--- config.mk ---
export PLATFORM = sky130hd
export DESIGN_NAME = pipe_addsub
export DESIGN_NICKNAME = d
export VERILOG_FILES = /design/src/rtl/pipe_addsub_pkg.sv /design/src/rtl/pipe_addsub_slice.sv /design/src/rtl/pipe_addsub.sv
export SDC_FILE = /design/constraint.sdc
export NUM_CORES = 1
export LEC_CHECK = 0
export CAP_MARGIN = 20
export CORE_MARGIN = 4
export CORE_UTILIZATION = 61
export DETAILED_ROUTE_END_ITERATION = 8
export GPL_TIMING_DRIVEN = 0
export HOLD_SLACK_MARGIN = 0.06
export PLACE_DENSITY = 0.86
export SLEW_MARGIN = 20
export SYNTH_ARGS = -nofsm -noshare
export SYNTH_HDL_FRONTEND = slang
export SYNTH_SLANG_ARGS = --single-unit
--- constraint.sdc ---
create_clock -name clk -period 13.05 [get_ports clk]
set_input_delay 2.61 -clock clk [delete_from_list [all_inputs] [get_ports clk]]
set_output_delay 2.61 -clock clk [all_outputs]
set_load 0.005 [all_outputs]
--- src/rtl/pipe_addsub_pkg.sv ---
// Shared types and helpers for the pipelined add/subtract unit.
// Sign-bit and flag fields exist in the stage record only when PIPE_ADDSUB_FLAGS_EN is defined.
package pipe_addsub_pkg;

  localparam int MAX_N = 64;

  localparam logic OP_ADD = 1'b0;
  localparam logic OP_SUB = 1'b1;

  function automatic int slice_width(input int n, input int stages);
    return n / stages;
  endfunction

  // Full-adder cell: returns {carry_out, sum}.
  function automatic logic [1:0] full_add(input logic a, input logic b, input logic ci);
    return {(a & b) | (ci & (a ^ b)), a ^ b ^ ci};
  endfunction

  // Operands are kept right-aligned: each stage consumes the low slice and shifts the rest down.
  typedef struct packed {
    logic             valid;
    logic [MAX_N-1:0] sum;
    logic [MAX_N-1:0] a;
    logic [MAX_N-1:0] b;
    logic             carry;
`ifdef PIPE_ADDSUB_FLAGS_EN
    logic             sign_a;
    logic             sign_b;
    logic             ovf;
    logic             zero;
`endif
  } stage_t;

endpackage

--- src/rtl/pipe_addsub_slice.sv ---
// W-bit combinational ripple slice built from the shared full-adder cell.
module addsub_slice
  import pipe_addsub_pkg::*;
#(
  parameter int W = 8
) (
  input  logic [W-1:0] a,
  input  logic [W-1:0] b,
  input  logic         ci,
  output logic [W-1:0] s,
  output logic         co
);

  logic [W:0] c;

  always_comb begin
    c    = '0;
    s    = '0;
    c[0] = ci;
    for (int i = 0; i < W; i++) begin
      {c[i+1], s[i]} = full_add(a[i], b[i], c[i]);
    end
    co = c[W];
  end

endmodule

--- src/rtl/pipe_addsub.sv ---
// Pipelined N-bit add/subtract, STAGES slices, valid/ready on both sides.
// Build option PIPE_ADDSUB_FLAGS_EN adds registered ovf/zero; otherwise both are tied low.
module pipe_addsub
  import pipe_addsub_pkg::*;
#(
  parameter int N      = 32,
  parameter int STAGES = 4
) (
  input  logic         clk,
  input  logic         rst,
  input  logic         in_valid,
  output logic         in_ready,
  input  logic [N-1:0] A,
  input  logic [N-1:0] B,
  input  logic         cin,
  input  logic         sub,
  output logic         out_valid,
  input  logic         out_ready,
  output logic [N-1:0] sum,
  output logic         cout,
  output logic         ovf,
  output logic         zero
);

  localparam int W = slice_width(N, STAGES);

  stage_t stg_q [STAGES];
  stage_t stg_d [STAGES];

  logic [STAGES-1:0]        adv;
  logic [STAGES-1:0]        load;
  logic [W-1:0]             sl_a  [STAGES];
  logic [W-1:0]             sl_b  [STAGES];
  logic [STAGES-1:0]        sl_ci;
  logic [STAGES-1:0][W-1:0] sl_s;
  logic [STAGES-1:0]        sl_co;
  logic [MAX_N-1:0]         a_ext;
  logic [MAX_N-1:0]         b_ext;
  logic                     xfer_in;

  always_comb begin
    a_ext        = '0;
    b_ext        = '0;
    a_ext[N-1:0] = A;
    case (sub)
      OP_ADD:  b_ext[N-1:0] = B;
      OP_SUB:  b_ext[N-1:0] = ~B;
      default: b_ext[N-1:0] = B;
    endcase
  end

  // A stage moves on when its successor is empty or is itself moving on.
  always_comb begin
    adv            = '0;
    load           = '0;
    adv[STAGES-1]  = stg_q[STAGES-1].valid && out_ready;
    for (int k = STAGES - 2; k >= 0; k--) begin
      adv[k] = stg_q[k].valid && (!stg_q[k+1].valid || adv[k+1]);
    end
    load[0] = xfer_in;
    for (int k = 1; k < STAGES; k++) begin
      load[k] = adv[k-1];
    end
  end

  assign in_ready = !stg_q[0].valid || adv[0];
  assign xfer_in  = in_valid && in_ready;

  always_comb begin
    for (int k = 0; k < STAGES; k++) begin
      if (k == 0) begin
        sl_a[k]  = a_ext[W-1:0];
        sl_b[k]  = b_ext[W-1:0];
        sl_ci[k] = cin;
      end else begin
        sl_a[k]  = stg_q[k-1].a[W-1:0];
        sl_b[k]  = stg_q[k-1].b[W-1:0];
        sl_ci[k] = stg_q[k-1].carry;
      end
    end
  end

  for (genvar g = 0; g < STAGES; g++) begin : g_slice
    addsub_slice #(.W(W)) u_slice (
      .a  (sl_a[g]),
      .b  (sl_b[g]),
      .ci (sl_ci[g]),
      .s  (sl_s[g]),
      .co (sl_co[g])
    );
  end

  always_comb begin
    for (int k = 0; k < STAGES; k++) begin
      stg_d[k]       = '0;
      stg_d[k].valid = 1'b1;
      stg_d[k].carry = sl_co[k];
      if (k == 0) begin
        stg_d[k].a = a_ext >> W;
        stg_d[k].b = b_ext >> W;
`ifdef PIPE_ADDSUB_FLAGS_EN
        stg_d[k].sign_a = A[N-1];
        stg_d[k].sign_b = b_ext[N-1];
`endif
      end else begin
        stg_d[k].a   = stg_q[k-1].a >> W;
        stg_d[k].b   = stg_q[k-1].b >> W;
        stg_d[k].sum = stg_q[k-1].sum;
`ifdef PIPE_ADDSUB_FLAGS_EN
        stg_d[k].sign_a = stg_q[k-1].sign_a;
        stg_d[k].sign_b = stg_q[k-1].sign_b;
`endif
      end
      stg_d[k].sum[k*W +: W] = sl_s[k];
    end
`ifdef PIPE_ADDSUB_FLAGS_EN
    stg_d[STAGES-1].zero = ~|stg_d[STAGES-1].sum[N-1:0];
    stg_d[STAGES-1].ovf  = (stg_d[STAGES-1].sign_a == stg_d[STAGES-1].sign_b) &&
                           (stg_d[STAGES-1].sum[N-1] != stg_d[STAGES-1].sign_a);
`endif
  end

  always_ff @(posedge clk) begin
    if (rst) begin
      for (int k = 0; k < STAGES; k++) begin
        stg_q[k] <= '0;
      end
    end else begin
      for (int k = 0; k < STAGES; k++) begin
        if (load[k]) begin
          stg_q[k] <= stg_d[k];
        end else if (adv[k]) begin
          stg_q[k].valid <= 1'b0;
        end
      end
    end
  end

  assign out_valid = stg_q[STAGES-1].valid;
  assign sum       = stg_q[STAGES-1].sum[N-1:0];
  assign cout      = stg_q[STAGES-1].carry;

`ifdef PIPE_ADDSUB_FLAGS_EN
  assign ovf  = stg_q[STAGES-1].ovf;
  assign zero = stg_q[STAGES-1].zero;
`else
  assign ovf  = 1'b0;
  assign zero = 1'b0;
`endif

endmodule

==> results by group <==
Routing
  • Drt total wl: 17.6 mm
  • DRC Markers: 0
  • ANT nets after route: 0
  • Initial DRT Pass Iterations: 5
  • WL/cell: 19.4 um
  • Vias per cell: 5.93
  • Total number of vias: 5356
  • Iter 0 DRT Violations: 551

Power
  • Max VDD drop: 0.111 mV
  • Pwr per Cell Area: 133 nW/um^2
  • Leak: 3.82 nW

Worst setup path
  • End of the critical path: in_ready
  • R2R cell count: 12
  • Element type at the critical path end: output port
  • Kind of critical path: in2out
  • Max FO, Critical Path: 10
  • Worst setup path startpoint: out_ready
  • CP Launch Type: input pin
  • Req. time, crit path: 10.44 ns
  • Worst reg-to-reg setup slack: 8.52 ns
  • RR Endpoint: stg_q[1][128]
  • Worst r2r src: stg_q[0][0]
  • CP arrival: 4.68 ns

Cells and area
  • Area delta synth->final: 22.5%
  • Top flop regs: stg_q x184
  • Most common cell after layout, fill and taps aside: edfxtp_1
  • Layout cells sized above 1: 0.204
  • Ant diodes: 0
  • Max reg flops: 184
  • Register with the most flip-flops: stg_q
  • Most frequent cells in the layout: edfxtp_1 (184), clkdlybuf4s50_1 (103), nor4b_1 (94), inv_1 (57), a211oi_2 (51)
  • Layout Nets: 808

Place
  • Gpl congestion: 0.881
  • DP Wirelength: 12.4 mm
  • Port bufs: 103
  • Pre-CTS WS: 5.85 ns

STA
  • Max Freq: 137 MHz
  • Fin Clk Skew: 0.0195 ns
  • Final WS setup: 5.76 ns
  • Final hold viol count: 0
  • Final setup TNS: 0 ns
  • Final min period: 7.29 ns
  • Max_slew headroom: 0.454
  • # setup viols final: 0
  • RSZ-0062 raised after global routing: no
  • Period utilisation layout: 0.559
  • Slew @ Worst Pin: 0.820 ns
  • Max Slew Vio Count: 0

GRT
  • GRT Resource Usage Total: 0.217
  • Vias in the first global route: 5328
  • Largest net degree at the start of global routing: 29
  • Antenna violations before repair: 0
  • Total grt overflow: 0
  • First-pass GRT wire length: 27.9 mm

Logic synthesis
  • Post-synth top area share: 0.611
  • Synth area leader: edfxtp_1
  • Netlist cell types: 30
  • Cells after Synth: 578
  • Simple-gate portion of the synthesized area: 0.141
  • Adder-Cell Fraction of Synth Area: 0.0708
  • Top post-synthesis cells by area: edfxtp_1 (61%), nor4b_1 (9.1%), fa_1 (7.1%)
  • Synth Register Bits: 184
  • Syn. warnings: 0
  • Post-Syn Area per Cell: 15.6 sq um
  • Largest family of logic cells by synthesized area: simple AND/OR/NAND/NOR gates
  • Post-synthesis sequential area ratio: 0.611
  • Mux cell area share after synthesis: 0
  • Mapped Area: 9040 sq um
  • Xor/xnor share of the synthesized area: 0.0310
  • Compound-cell area share of the yosys netlist: 0.0818

CTS
  • Post-CTS Setup Inserts: 0
  • CTS buffer count: 17
  • Clk slew on worst S/H paths: 0.07 ns
  • Htree depth: 4
  • CTS Buffer Depth: 2
  • Hold buffer count at cts: 0
  • CTS Sinks: 184
  • Worst-Skew Late Latency: 0.44 ns
  • CTS resizes: 0
  • Clock Tree Root: clkbuf_16
  • TritonCTS clock tree: built

Floorplanning
  • Die area: 16800 sq um
  • # rows: 44
  • Core area: 14500 sq um
  • Initial Util: 0.622
  • Die H: 130 um
  • Width of the die: 130 um
  • IO Count: 107

Min path
  • Hold wc startpoint: stg_q[0][77]
  • Min-Delay Path Class: reg2reg

Run status
  • Status: finished, final reports clean

Run
  • Max Cap Viol: 0
-- power breakdown --
part	internal [mW]	switching (mW)	total (mW)	leakage [nW]
logic	0.108	0.122	0.230	1.54
clock network	0.272	0.236	0.508	0.286
registers	0.718	0.0197	0.738	1.99
total	1.10	0.378	1.48	3.82
-- kinds of logic (layout without fill, tap and decap cells) --
family | after synthesis | after routing
AO/OA/AOI/OAI | 66 | 66
XOR/XNOR | 32 | 32
adder cells (fa/ha/maj) | 32 | 32
buffers and inverters | 127 | 267
flip-flops | 184 | 184
other | 1 | 2
AND/OR/NAND/NOR | 136 | 136
-- cell usage after synthesis (all sizes together) --
library cell / n
clkbuf: 33
nor2: 1
inv: 59
and3b: 1
xnor2: 30
o211ai: 4
nor3: 3
nor4b: 114
and4b: 1
buf: 34
nor4: 9
a211oi: 57
clkinv: 1
a31oi: 1
nand2: 2
and2b: 1
edfxtp: 184
conb: 1
o21ai: 3
nand2b: 4
xor2: 2
a21oi: 1
fa: 32
-- cell type report --
type	count	area, sq um
clock inverters	15	161
multi-input cells	268	2990
fillers	827	3450
flip-flops and latches	184	5530
well taps	184	230
repair buffers	108	1170
plain buffers	67	354
inverters	60	225
clock buffers	17	425
-- per-stage QoR --
| step | utilization | cell area [sq um] | hold slack [ns] | power [mW] | cells |
|---|---|---|---|---|---|
| detailed placement | 0.722 | 10500 | 0.609 | 0.977 | 871 |
| finish | 0.762 | 11100 | 0.616 | 1.48 | 903 |
| global route | 0.762 | 11100 | 0.656 | 1.53 | 903 |
| global placement | 0.709 | 10300 | 0.613 | 0.959 | 866 |
| floorplan | - | 9050 | 0.584 | 0.879 | 579 |
| CTS | 0.762 | 11100 | 0.629 | 1.48 | 903 |
-- layer usage --
layer	wire [um]	GRT usage	vias to the layer above	share of wire
met5	0	0	-	0
met3	1080	0.0372	27	0.062
met1	7310	0.290	2643	0.42
met2	8850	0.364	228	0.50
met4	323	0.0789	0	0.018
li1	-	-	2458	-
-- critical path, stage by stage --
cell	delay (ns)
clkdlybuf4s50_1	0.47
and4b_1	0.32
clkbuf_1	0.26
buf_6	0.25
buf_6	0.19
nand2_1	0.08
clkdlybuf4s50_1	0.49
-- worst min path at each step --
stage	to	cells past startpoint
4_1_cts	stg_q[1][65]	1
2_1_floorplan	stg_q[1][113]	1
3_3_place_gp	stg_q[1][65]	1
5_1_grt	stg_q[1][65]	1
3_5_place_dp	stg_q[1][69]	1
6_report	stg_q[1][69]	1
Power figures use the tool's default switching activity.
